File: src/rtl/ff256_ct_seq_pkg.sv
// Shared types and constants for the sequential GF(2^8) cosine-transform row engine.
//   gf8_t        : one field element
//   FF256_POLY   : low byte of x^8+x^4+x^3+x^2+1
//   FF256CT_FWD  : default 8x8 forward matrix, FWD[r][k] = 2^(k-r) for k >= r, else 0
//   FF256CT_INV  : its inverse, identity plus 8'h02 on the superdiagonal
//   ct_state_t   : engine FSM states
package ff256_ct_seq_pkg;

  typedef logic [7:0] gf8_t;

  localparam gf8_t FF256_POLY = 8'h1D;
  localparam int unsigned FF256CT_N = 8;

  typedef gf8_t [0:FF256CT_N-1][0:FF256CT_N-1] ct_mat_t;

  typedef enum logic [0:0] {IDLE, RUN} ct_state_t;

  // FWD = sum_j (2S)^j with S the upper shift; in characteristic 2 its inverse is I + 2S.
  function automatic ct_mat_t ct_fwd_default();
    ct_mat_t m;
    for (int r = 0; r < FF256CT_N; r++) begin
      for (int k = 0; k < FF256CT_N; k++) begin
        m[r][k] = (k >= r) ? gf8_t'(8'h01 << (k - r)) : 8'h00;
      end
    end
    return m;
  endfunction

  function automatic ct_mat_t ct_inv_default();
    ct_mat_t m;
    for (int r = 0; r < FF256CT_N; r++) begin
      for (int k = 0; k < FF256CT_N; k++) begin
        m[r][k] = (k == r) ? 8'h01 : ((k == r + 1) ? 8'h02 : 8'h00);
      end
    end
    return m;
  endfunction

  localparam ct_mat_t FF256CT_FWD = ct_fwd_default();
  localparam ct_mat_t FF256CT_INV = ct_inv_default();

endpackage

File: src/rtl/ff256_gf_mult.sv
// Combinational GF(2^8) multiplier, p = a * b reduced by POLY.
//   a, b : operands
//   p    : product
module ff256_gf_mult
  import ff256_ct_seq_pkg::*;
#(
  parameter gf8_t POLY = FF256_POLY
) (
  input  gf8_t a,
  input  gf8_t b,
  output gf8_t p
);

  always_comb begin
    gf8_t acc;
    gf8_t sh;
    acc = '0;
    sh  = a;
    for (int i = 0; i < 8; i++) begin
      if (b[i]) acc = acc ^ sh;
      // multiply sh by x, folding the overflow bit back in through POLY
      sh = sh[7] ? ({sh[6:0], 1'b0} ^ POLY) : {sh[6:0], 1'b0};
    end
    p = acc;
  end

endmodule

File: src/rtl/ff256_ct_seq_row_engine.sv
// Sequential GF(2^8) cosine-transform engine. Accepts one N-byte vector and emits
// X[n] = XOR_k BETAS[n][k] * x[k] one row per cycle, n = 0..N-1.
//   clk, rst          : clock, synchronous active-high reset
//   in_valid/in_ready : input vector handshake; in_inv selects the inverse matrix
//   in_data           : x[k] = in_data[8k+7:8k]
//   out_valid/ready   : output row handshake
//   out_data/idx/last : row value, row index, last-row flag
// The package default matrices are 8x8; other N values need explicit BETAS_* overrides.
module ff256_ct_seq_row_engine
  import ff256_ct_seq_pkg::*;
#(
  parameter int unsigned N = 8,
  parameter gf8_t POLY = FF256_POLY,
  parameter gf8_t [0:N-1][0:N-1] BETAS_FWD = FF256CT_FWD,
  parameter gf8_t [0:N-1][0:N-1] BETAS_INV = FF256CT_INV,
  localparam int unsigned IDX_W = (N > 1) ? $clog2(N) : 1
) (
  input  logic             clk,
  input  logic             rst,
  input  logic             in_valid,
  output logic             in_ready,
  input  logic             in_inv,
  input  logic [8*N-1:0]   in_data,
  output logic             out_valid,
  input  logic             out_ready,
  output logic [7:0]       out_data,
  output logic [IDX_W-1:0] out_idx,
  output logic             out_last
);

  localparam logic [IDX_W-1:0] LastRow = IDX_W'(N - 1);

  ct_state_t        state_q, state_d;
  logic [IDX_W-1:0] row_q, row_d;
  logic [8*N-1:0]   x_q, x_d;
  logic             inv_q, inv_d;
  logic             out_valid_q, out_valid_d;
  gf8_t             out_data_q, out_data_d;
  logic [IDX_W-1:0] out_idx_q, out_idx_d;
  logic             out_last_q, out_last_d;
  logic             load;

  gf8_t coef [N];
  gf8_t prod [N];
  gf8_t row_sum;

  // One multiplier per lane; coefficients for the current row are muxed in per cycle.
  for (genvar k = 0; k < N; k++) begin : g_lane
    assign coef[k] = inv_q ? BETAS_INV[row_q][k] : BETAS_FWD[row_q][k];
    ff256_gf_mult #(
      .POLY(POLY)
    ) u_mul (
      .a(coef[k]),
      .b(x_q[8*k +: 8]),
      .p(prod[k])
    );
  end

  always_comb begin
    row_sum = '0;
    for (int k = 0; k < N; k++) begin
      row_sum = row_sum ^ prod[k];
    end
  end

  assign in_ready = (state_q == IDLE) && !rst;

  always_comb begin
    state_d     = state_q;
    row_d       = row_q;
    x_d         = x_q;
    inv_d       = inv_q;
    out_valid_d = out_valid_q;
    out_data_d  = out_data_q;
    out_idx_d   = out_idx_q;
    out_last_d  = out_last_q;
    load        = 1'b0;

    unique case (state_q)
      IDLE: begin
        if (in_valid) begin
          x_d     = in_data;
          inv_d   = in_inv;
          row_d   = '0;
          state_d = RUN;
        end
      end
      RUN: begin
        load = !out_valid_q || out_ready;
      end
      default: state_d = IDLE;
    endcase

    if (load) begin
      out_data_d  = row_sum;
      out_idx_d   = row_q;
      out_last_d  = (row_q == LastRow);
      out_valid_d = 1'b1;
      if (row_q == LastRow) begin
        row_d   = '0;
        state_d = IDLE;
      end else begin
        row_d = row_q + IDX_W'(1);
      end
    end else if (out_valid_q && out_ready) begin
      out_valid_d = 1'b0;
    end
  end

  always_ff @(posedge clk) begin
    if (rst) begin
      state_q     <= IDLE;
      row_q       <= '0;
      x_q         <= '0;
      inv_q       <= 1'b0;
      out_valid_q <= 1'b0;
      out_data_q  <= 8'h00;
      out_idx_q   <= '0;
      out_last_q  <= 1'b0;
    end else begin
      state_q     <= state_d;
      row_q       <= row_d;
      x_q         <= x_d;
      inv_q       <= inv_d;
      out_valid_q <= out_valid_d;
      out_data_q  <= out_data_d;
      out_idx_q   <= out_idx_d;
      out_last_q  <= out_last_d;
    end
  end

  assign out_valid = out_valid_q;
  assign out_data  = out_data_q;
  assign out_idx   = out_idx_q;
  assign out_last  = out_last_q;

endmodule

File: config.mk
export PLATFORM = sky130hd
export DESIGN_NAME = ff256_ct_seq_row_engine
export DESIGN_NICKNAME = d
export VERILOG_FILES = /design/src/rtl/ff256_ct_seq_pkg.sv /design/src/rtl/ff256_gf_mult.sv /design/src/rtl/ff256_ct_seq_row_engine.sv
export SDC_FILE = /design/constraint.sdc
export NUM_CORES = 1
export LEC_CHECK = 0
export ABC_AREA = 1
export CAP_MARGIN = 10
export CORE_MARGIN = 4
export CORE_UTILIZATION = 54
export DETAILED_ROUTE_END_ITERATION = 7
export PLACE_DENSITY_LB_ADDON = 0.15
export SKIP_CTS_REPAIR_TIMING = 1
export SYNTH_ARGS = -nofsm -noshare
export SYNTH_HDL_FRONTEND = slang
export SYNTH_SLANG_ARGS = --single-unit
File: constraint.sdc
create_clock -name clk -period 2.61 [get_ports clk]
set_clock_uncertainty 0.2 [all_clocks]
set_input_delay 0.522 -clock clk [delete_from_list [all_inputs] [get_ports clk]]
set_output_delay 0.522 -clock clk [all_outputs]
set_load 0.05 [all_outputs]
# [Word-level counts from Yosys, hierarchy flattened]
# Memory sizes are Yosys's and may differ from the RTL's.
# Index checks and enable logic that the tools add are counted.
[word_totals] mem_bits_ro=1024 out_inout_bits=14 input_bits=69 elab_cells=287 register_bits=82 memories=2
[classes] n_lt_le_gt_ge=1 mux=143 eq_ne=2 n_addsub=1 n_bitwise=121 reduce_logical=9
[memory_table] memory="(no name shown)" depth=8 width=64 rd=1 rd_ports_with_merged_regs=0 wr=0 line_no="ff256_ct_seq_row_engine.sv:49" rtl="assign coef[k] = inv_q ? BETAS_INV[row_q][k] : BETAS_FWD[row_q][k];"
[memory_table] memory="(no name shown)" depth=8 width=64 rd=1 rd_ports_with_merged_regs=0 wr=0 line_no="ff256_ct_seq_row_engine.sv:49"
[ops] cell="$mux W8" n=72
[ops] cell="$xor A8 B8 Y8" n=63
[ops] cell="$mux W5" n=56
[ops] cell="$mux W64" n=4
[ops] cell="$not A4 Y4" n=56
[ops] cell="$mux W3" n=4
[ops] cell="$mux W1" n=7
[ops] cell="$ge A4 B4 Y1 const B" n=1
[ops] cell="$not A3 Y4" n=1
[ops] cell="$reduce_and A2 Y1" n=2
[ops] cell="$reduce_bool A2 Y1" n=2
[ops] cell="$add A3 B1 Y3 const B" n=1
[ops] cell="$eq A3 B3 Y1 const B" n=1
[ops] cell="$logic_and A1 B1 Y1" n=2
[ops] cell="$logic_not A1 Y1" n=2
[ops] cell="$ne A2 B1 Y1 const B" n=1
[ops] cell="$logic_or A1 B1 Y1" n=1
[ops] cell="$not A1 Y1" n=1

# [Logic depth before layout (Yosys ltp)]
[logic_depth] ltp_word=28 depth_mapped=26 mapped_depth_nobuf=24

# [By module]
# A second synthesis with hierarchy kept.
[unflattened] cells_unflattened=3275 hier_area_um2=16857.4
[by_module_without_submodules] module="ff256_gf_mult" area_per_inst_um2=1616.6 instances=8 seq_area_each_um2=0.0 cells_per_inst=335
[by_module_without_submodules] module="ff256_ct_seq_row_engine" area_per_inst_um2=3925.0 instances=1 seq_area_each_um2=1641.6 cells_per_inst=595

# [Worst setup path before layout]
# Ideal clock, no wire load.
[synth_timing] kind="flip-flop to flip-flop" startpoint="reg row_q[2]" endpoint="reg out_data_q[4], in the netlist out_data[4]" arrival_ps=2292 stages_incl_launch_ff=23 n_path_buf=3 slack_ps=9 setup_ps=109 period_less_slack_ps=2601 required_time_ps=2301 cell_sequence="dfxtp_1 -> buf_6 -> inv_6 -> ha_1 -> buf_2 -> buf_1 -> nand3_1 -> nand2_1 -> nand2_1 -> nand2_1 -> inv_2 -> nand3_1 -> nand2_1 -> nand2_1 -> nand2_1 -> nand2_1 -> nand2_1 -> nand2_1 -> nand2_1 -> nand2_1 -> nand3_1 -> nand2_1 -> inv_1"
[synth_via] elab_chain_len=28 elab_cells_between_ends=254 classes_between="132 x mux; 120 x bitwise; 2 x memory"
[synth_rtl] element="start: declaration" line_no="ff256_ct_seq_row_engine.sv:34" rtl="logic [IDX_W-1:0] row_q, row_d;"
[synth_rtl] element="start signal: assignment" line_no="ff256_ct_seq_row_engine.sv:122" rtl="row_q <= row_d;"
[synth_rtl] element="$not A3 Y4 (implied by the code) (*)" line_no="ff256_ct_seq_row_engine.sv:49"
[synth_rtl] element="$mem_v2 Z8 W64"
[synth_rtl] element="$mux W64 (implied by the code) (2 in a row)" line_no="ff256_ct_seq_row_engine.sv:49"
[synth_rtl] element="$mux W8" line_no="ff256_ct_seq_row_engine.sv:49"
[synth_rtl] element="$not A4 Y4 (no source line)"
[synth_rtl] element="$mux W5" line_no="ff256_gf_mult.sv:22" rtl="sh = sh[7] ? ({sh[6:0], 1'b0} ^ POLY) : {sh[6:0], 1'b0};"
[synth_rtl] element="$xor A8 B8 Y8 or $not A4 Y4 (tied branches)"
[synth_rtl] element="$mux W8 or $mux W5 (tied branches)" line_no="ff256_gf_mult.sv:20, ff256_gf_mult.sv:22"
[synth_rtl] element="[6 not listed]"
[synth_rtl] element="$xor A8 B8 Y8" line_no="ff256_gf_mult.sv:20" rtl="if (b[i]) acc = acc ^ sh;"
[synth_rtl] element="$mux W8" line_no="ff256_gf_mult.sv:20"
[synth_rtl] element="$xor A8 B8 Y8" line_no="ff256_gf_mult.sv:20"
[synth_rtl] element="$mux W8" line_no="ff256_gf_mult.sv:20"
[synth_rtl] element="$xor A8 B8 Y8" line_no="ff256_gf_mult.sv:20"
[synth_rtl] element="$mux W8" line_no="ff256_gf_mult.sv:20"
[synth_rtl] element="$xor A8 B8 Y8 (6 in a row)" line_no="ff256_ct_seq_row_engine.sv:62" rtl="row_sum = row_sum ^ prod[k];"
[synth_rtl] element="$xor A8 B8 Y8 (*)" line_no="ff256_ct_seq_row_engine.sv:62"
[synth_rtl] element="end signal: assignment" line_no="ff256_ct_seq_row_engine.sv:126" rtl="out_data_q <= out_data_d;"
[synth_rtl] element="end: declaration" line_no="ff256_ct_seq_row_engine.sv:38" rtl="gf8_t out_data_q, out_data_d;"
# Every way passes the cells marked *; elsewhere a longest branch is shown, timed or not. The select of a mux whose other input is x is not followed.
# A chain may end at the register's enable or synchronous reset.

# [Worst setup path in the final report]
[layout_timing] startpoint="reg row_q[1]" endpoint="reg out_data_q[0], in the netlist out_data[0]"
[layout_via] elab_chain_len=27 elab_cells_between_ends=222 classes_between="132 x mux; 88 x bitwise; 2 x memory"
[layout_rtl] element="$not A3 Y4 (implied by the code) (*)" line_no="ff256_ct_seq_row_engine.sv:49"
[layout_rtl] element="$mem_v2 Z8 W64"
[layout_rtl] element="$mux W64 (implied by the code) (2 in a row)" line_no="ff256_ct_seq_row_engine.sv:49"
[layout_rtl] element="$mux W8" line_no="ff256_ct_seq_row_engine.sv:49"
[layout_rtl] element="$mux W8 or $mux W5 (tied branches)" line_no="ff256_gf_mult.sv:20, ff256_gf_mult.sv:22"
[layout_rtl] element="$xor A8 B8 Y8" line_no="ff256_gf_mult.sv:20"
[layout_rtl] element="$mux W8" line_no="ff256_gf_mult.sv:20"
[layout_rtl] element="$xor A8 B8 Y8" line_no="ff256_gf_mult.sv:20"
[layout_rtl] element="[5 not listed]"
[layout_rtl] element="$xor A8 B8 Y8" line_no="ff256_gf_mult.sv:20"
[layout_rtl] element="$mux W8" line_no="ff256_gf_mult.sv:20"
[layout_rtl] element="$xor A8 B8 Y8" line_no="ff256_gf_mult.sv:20"
[layout_rtl] element="$mux W8" line_no="ff256_gf_mult.sv:20"
[layout_rtl] element="$xor A8 B8 Y8" line_no="ff256_gf_mult.sv:20"
[layout_rtl] element="$mux W8" line_no="ff256_gf_mult.sv:20"
[layout_rtl] element="$xor A8 B8 Y8 (6 in a row)" line_no="ff256_ct_seq_row_engine.sv:62"
[layout_rtl] element="$xor A8 B8 Y8 (*)" line_no="ff256_ct_seq_row_engine.sv:62"
# Marks and branches as above.

==> impl_results.md <==
- Status: finished with violations
- Violated checks: negative setup slack
- Die height: around 140 um
- Slew Limit Fails: 0
- Gate Count Post-Synth: 1705
- Die Wd: approximately 140 um
- Placement Cell Area: 11200 um2
- CP Depth: 16
- Global placer's final weighted congestion: roughly 0.99
- Most frequent cells in the layout: nand2_1 (522), inv_1 (204), nor2_1 (156), nand3_1 (138), buf_4 (124)
- Reg2Reg Depth: 16
- R2R Path End: out_data[0]
- Filler cells: 1373
- DRC viols: 0
- Startpoint Class: flop
- Register area: about 1700 um2
- Reg2Reg Setup Slack: -0.29 ns
- Syn Area/Cell: 5.47 um2
- Max_slew headroom: 61.8%
- Largest net degree at the start of global routing: 73
- Vias: 11600
- Crit end category: flop
- ANT nets after route: 0
- Core ar.: 16800 um2
- Max-Cap Viols: 0
- Initial Util: 55.6%
- Final worst slack: -0.285 ns
- Yosys warnings: 0
- R2r startpoint: row_q[1]
- Min Tclk post-route: 2.90 ns
- Sequential area share after synthesis: 17.6%
- CTS tree: yes
- Buf+Inv Stages, Crit Path: 5
- Slew @ Worst Pin: 0.571 ns
- IO buf count: 82
- Area delta synth->final: 37.4%
- Largest stage delay, worst path: about 0.43 ns
- Die ar.: 19400 um2
- Async S/R FF share, synth: 0%
- PwrDens: 489 nW/um2
- Row count: 47
- Total gr overflow: 0
- Netlist cell types: 34
- CP Data Arrival Time: 2.97 ns
- GRT Resource Usage Total: 32.5%
- Fmax: 0.345 GHz
- Synth Flop Type: dfxtp_1
- Hold Startpoint: x_q[5]
- Number of global-route vias before repair: approximately 10000
- Post-DP HPWL: 25700 um
- Hold Crit Class: reg2reg
- Most common library cell in the layout ignoring fill and taps: nand2_1
- Number of flops mapped to enable cells by yosys: 0
- Iter 0 DRT Violations: 1079
- Layout cells sized above 1: roughly a fifth
- Util after Layout: 76.4%
- Non-Filler Cell Area, Final: 12800 um2
- CTS sink cnt: 82
- CTS Buf Count: 9
- Tcrit/Tclk final: 111%
- CTS clk-pin slew, worst paths: about 0.09 ns
- Worst path cell trace: inv_4 -> ha_4 -> nand3_4 -> buf_4 -> nor2_1 -> buf_4 -> xnor2_1 -> xnor2_1 -> xor2_1 -> inv_1 -> nand2_1 -> nand2_1 -> nand3_1 -> nand3_1 -> nand2_1 -> inv_1
- Htree depth: 3
- First-pass GRT wire length: 51800 um
- Clk Latency, worst-skew pair: between 0.3 and 0.4 ns
- LEAKAGE: approximately 6.2 nW
- CP most frequent cell: nand2_1
- Crit-path max FO: 9
- Clk buf depth: 2
- Vias per inst: 5.47
- Boundary Pins: between 80 and 90
- Syn nets: 1780
- RSZ-0062 raised after global routing: yes
- CTS root buf: clkbuf_16
- WL/cell: 16.2 um
- Worst Setup EP: out_data[0]
- Fin. Hold Viols: 0
- CP max-delay cell: xor2_1
- CP Class: reg2reg
- Area of the multi-input gates: 7470 um2
- Critical Path RT: 2.69 ns
- Final antenna diode count: 0
- CP top delay family: XOR/XNOR gates
- Final setup viols: 8
- Placed cells: 2089
- Max VDD drop: approximately 0.00034 V
- Design Power: 0.00627 W
- CP startpoint: row_q[1]
- Fin nets: 1978
- TritonRoute pass-1 iters: 6
- Initial antenna violation count: 0
- Synthesized flop and latch total: 82
- WL final: 34400 um
- Syn Std Cell Area: 9320 um2
- Non-filler cells, final: ~2100
## logic make-up after synthesis
group / Yosys count / synth area share (%)
fa+ha+maj: 6 / 0.805
buf+inv: 275 / 12.2
xor+xnor: 151 / 14.2
simple gates: 1007 / 44.9
compound gates: 184 / 10.3
flops: 82 / 17.6
## per-layer routing
layer / up-vias / share of wire (%) / GRT usage [%]
li1: 5692 / - / -
met1: 5265 / 40 / 40.3
met2: 528 / 47 / 55.7
met3: 145 / 7.7 / 4.70
met4: 0 / 5.7 / 14.7
met5: - / 0 / 0
## how the worst min path moves through the flow
stage               endpoint  slack (ns)  cells after the start
global placement      x_q[5]        0.26                      2
global route          x_q[8]        0.31                      2
CTS                   x_q[5]        0.29                      2
finish                x_q[5]        0.28                      2
floorplan             x_q[5]        0.24                      2
detailed placement    x_q[5]        0.27                      2
## registers in the layout, indices dropped and copies added (netlist names)
signal     flops
x_q           64
out_data       8
out_idx        3
row_q          3
inv_q          1
out_last       1
out_valid      1
state_q        1
## cell usage after synthesis (6+ instances only)
| master | instances | area, um2 |
|---|---|---|
| a21oi_1 | 78 | 390 |
| buf_2 | 10 | 50.1 |
| buf_6 | 9 | 101 |
| clkbuf_1 | 27 | 101 |
| dfxtp_1 | 82 | 1640 |
| ha_1 | 6 | 75.1 |
| inv_1 | 216 | 811 |
| nand2_1 | 603 | 2260 |
| nand2_2 | 8 | 50.1 |
| nand3_1 | 168 | 841 |
| nand3b_1 | 19 | 143 |
| nand4_1 | 7 | 43.8 |
| nor2_1 | 179 | 672 |
| o21ai_0 | 89 | 445 |
| o21bai_1 | 7 | 52.6 |
| or2_2 | 8 | 50.1 |
| xnor2_1 | 73 | 639 |
| xor2_1 | 78 | 683 |
## power breakdown
group / total [W] / switching [W] / leakage, nW / internal (W)
Sequential: 0.00149 / 0.000131 / 0.681 / 0.00136
Clock: 0.00139 / 0.000705 / 0.150 / 0.000687
Combinational: 0.00338 / 0.00209 / 5.36 / 0.00129
Total: 0.00627 / 0.00293 / 6.19 / 0.00334
## area by class of cell
cell class | instances | share of cell area [%]
clock buffers | 9 | 1.76
clock inverters | 7 | 0.635
inverters | 222 | 6.65
multi-input cells | 1349 | 58.3
flip-flops and latches | 82 | 12.9
well taps | 220 | 2.15
repair buffers | 239 | 17.6
## stage by stage
step	hold WS, ns	setup TNS (ns)	worst slack (ns)
after floorplan	0.244	0	0.00910
after global placement	0.261	-3.08	-0.504
after detailed placement	0.273	-3.47	-0.567
after CTS	0.286	-3.68	-0.585
after global routing	0.312	-3.05	-0.442
final	0.282	-1.86	-0.285
## worst min-delay path, delay by kind of cell, from the launching register on
family,cells,cell delay [ns]
AOI/OAI and AO/OA,1,0.06
DFF,1,0.31
buffers and inverters,1,0.07
Note: power is estimated with default switching activity, not from simulation.
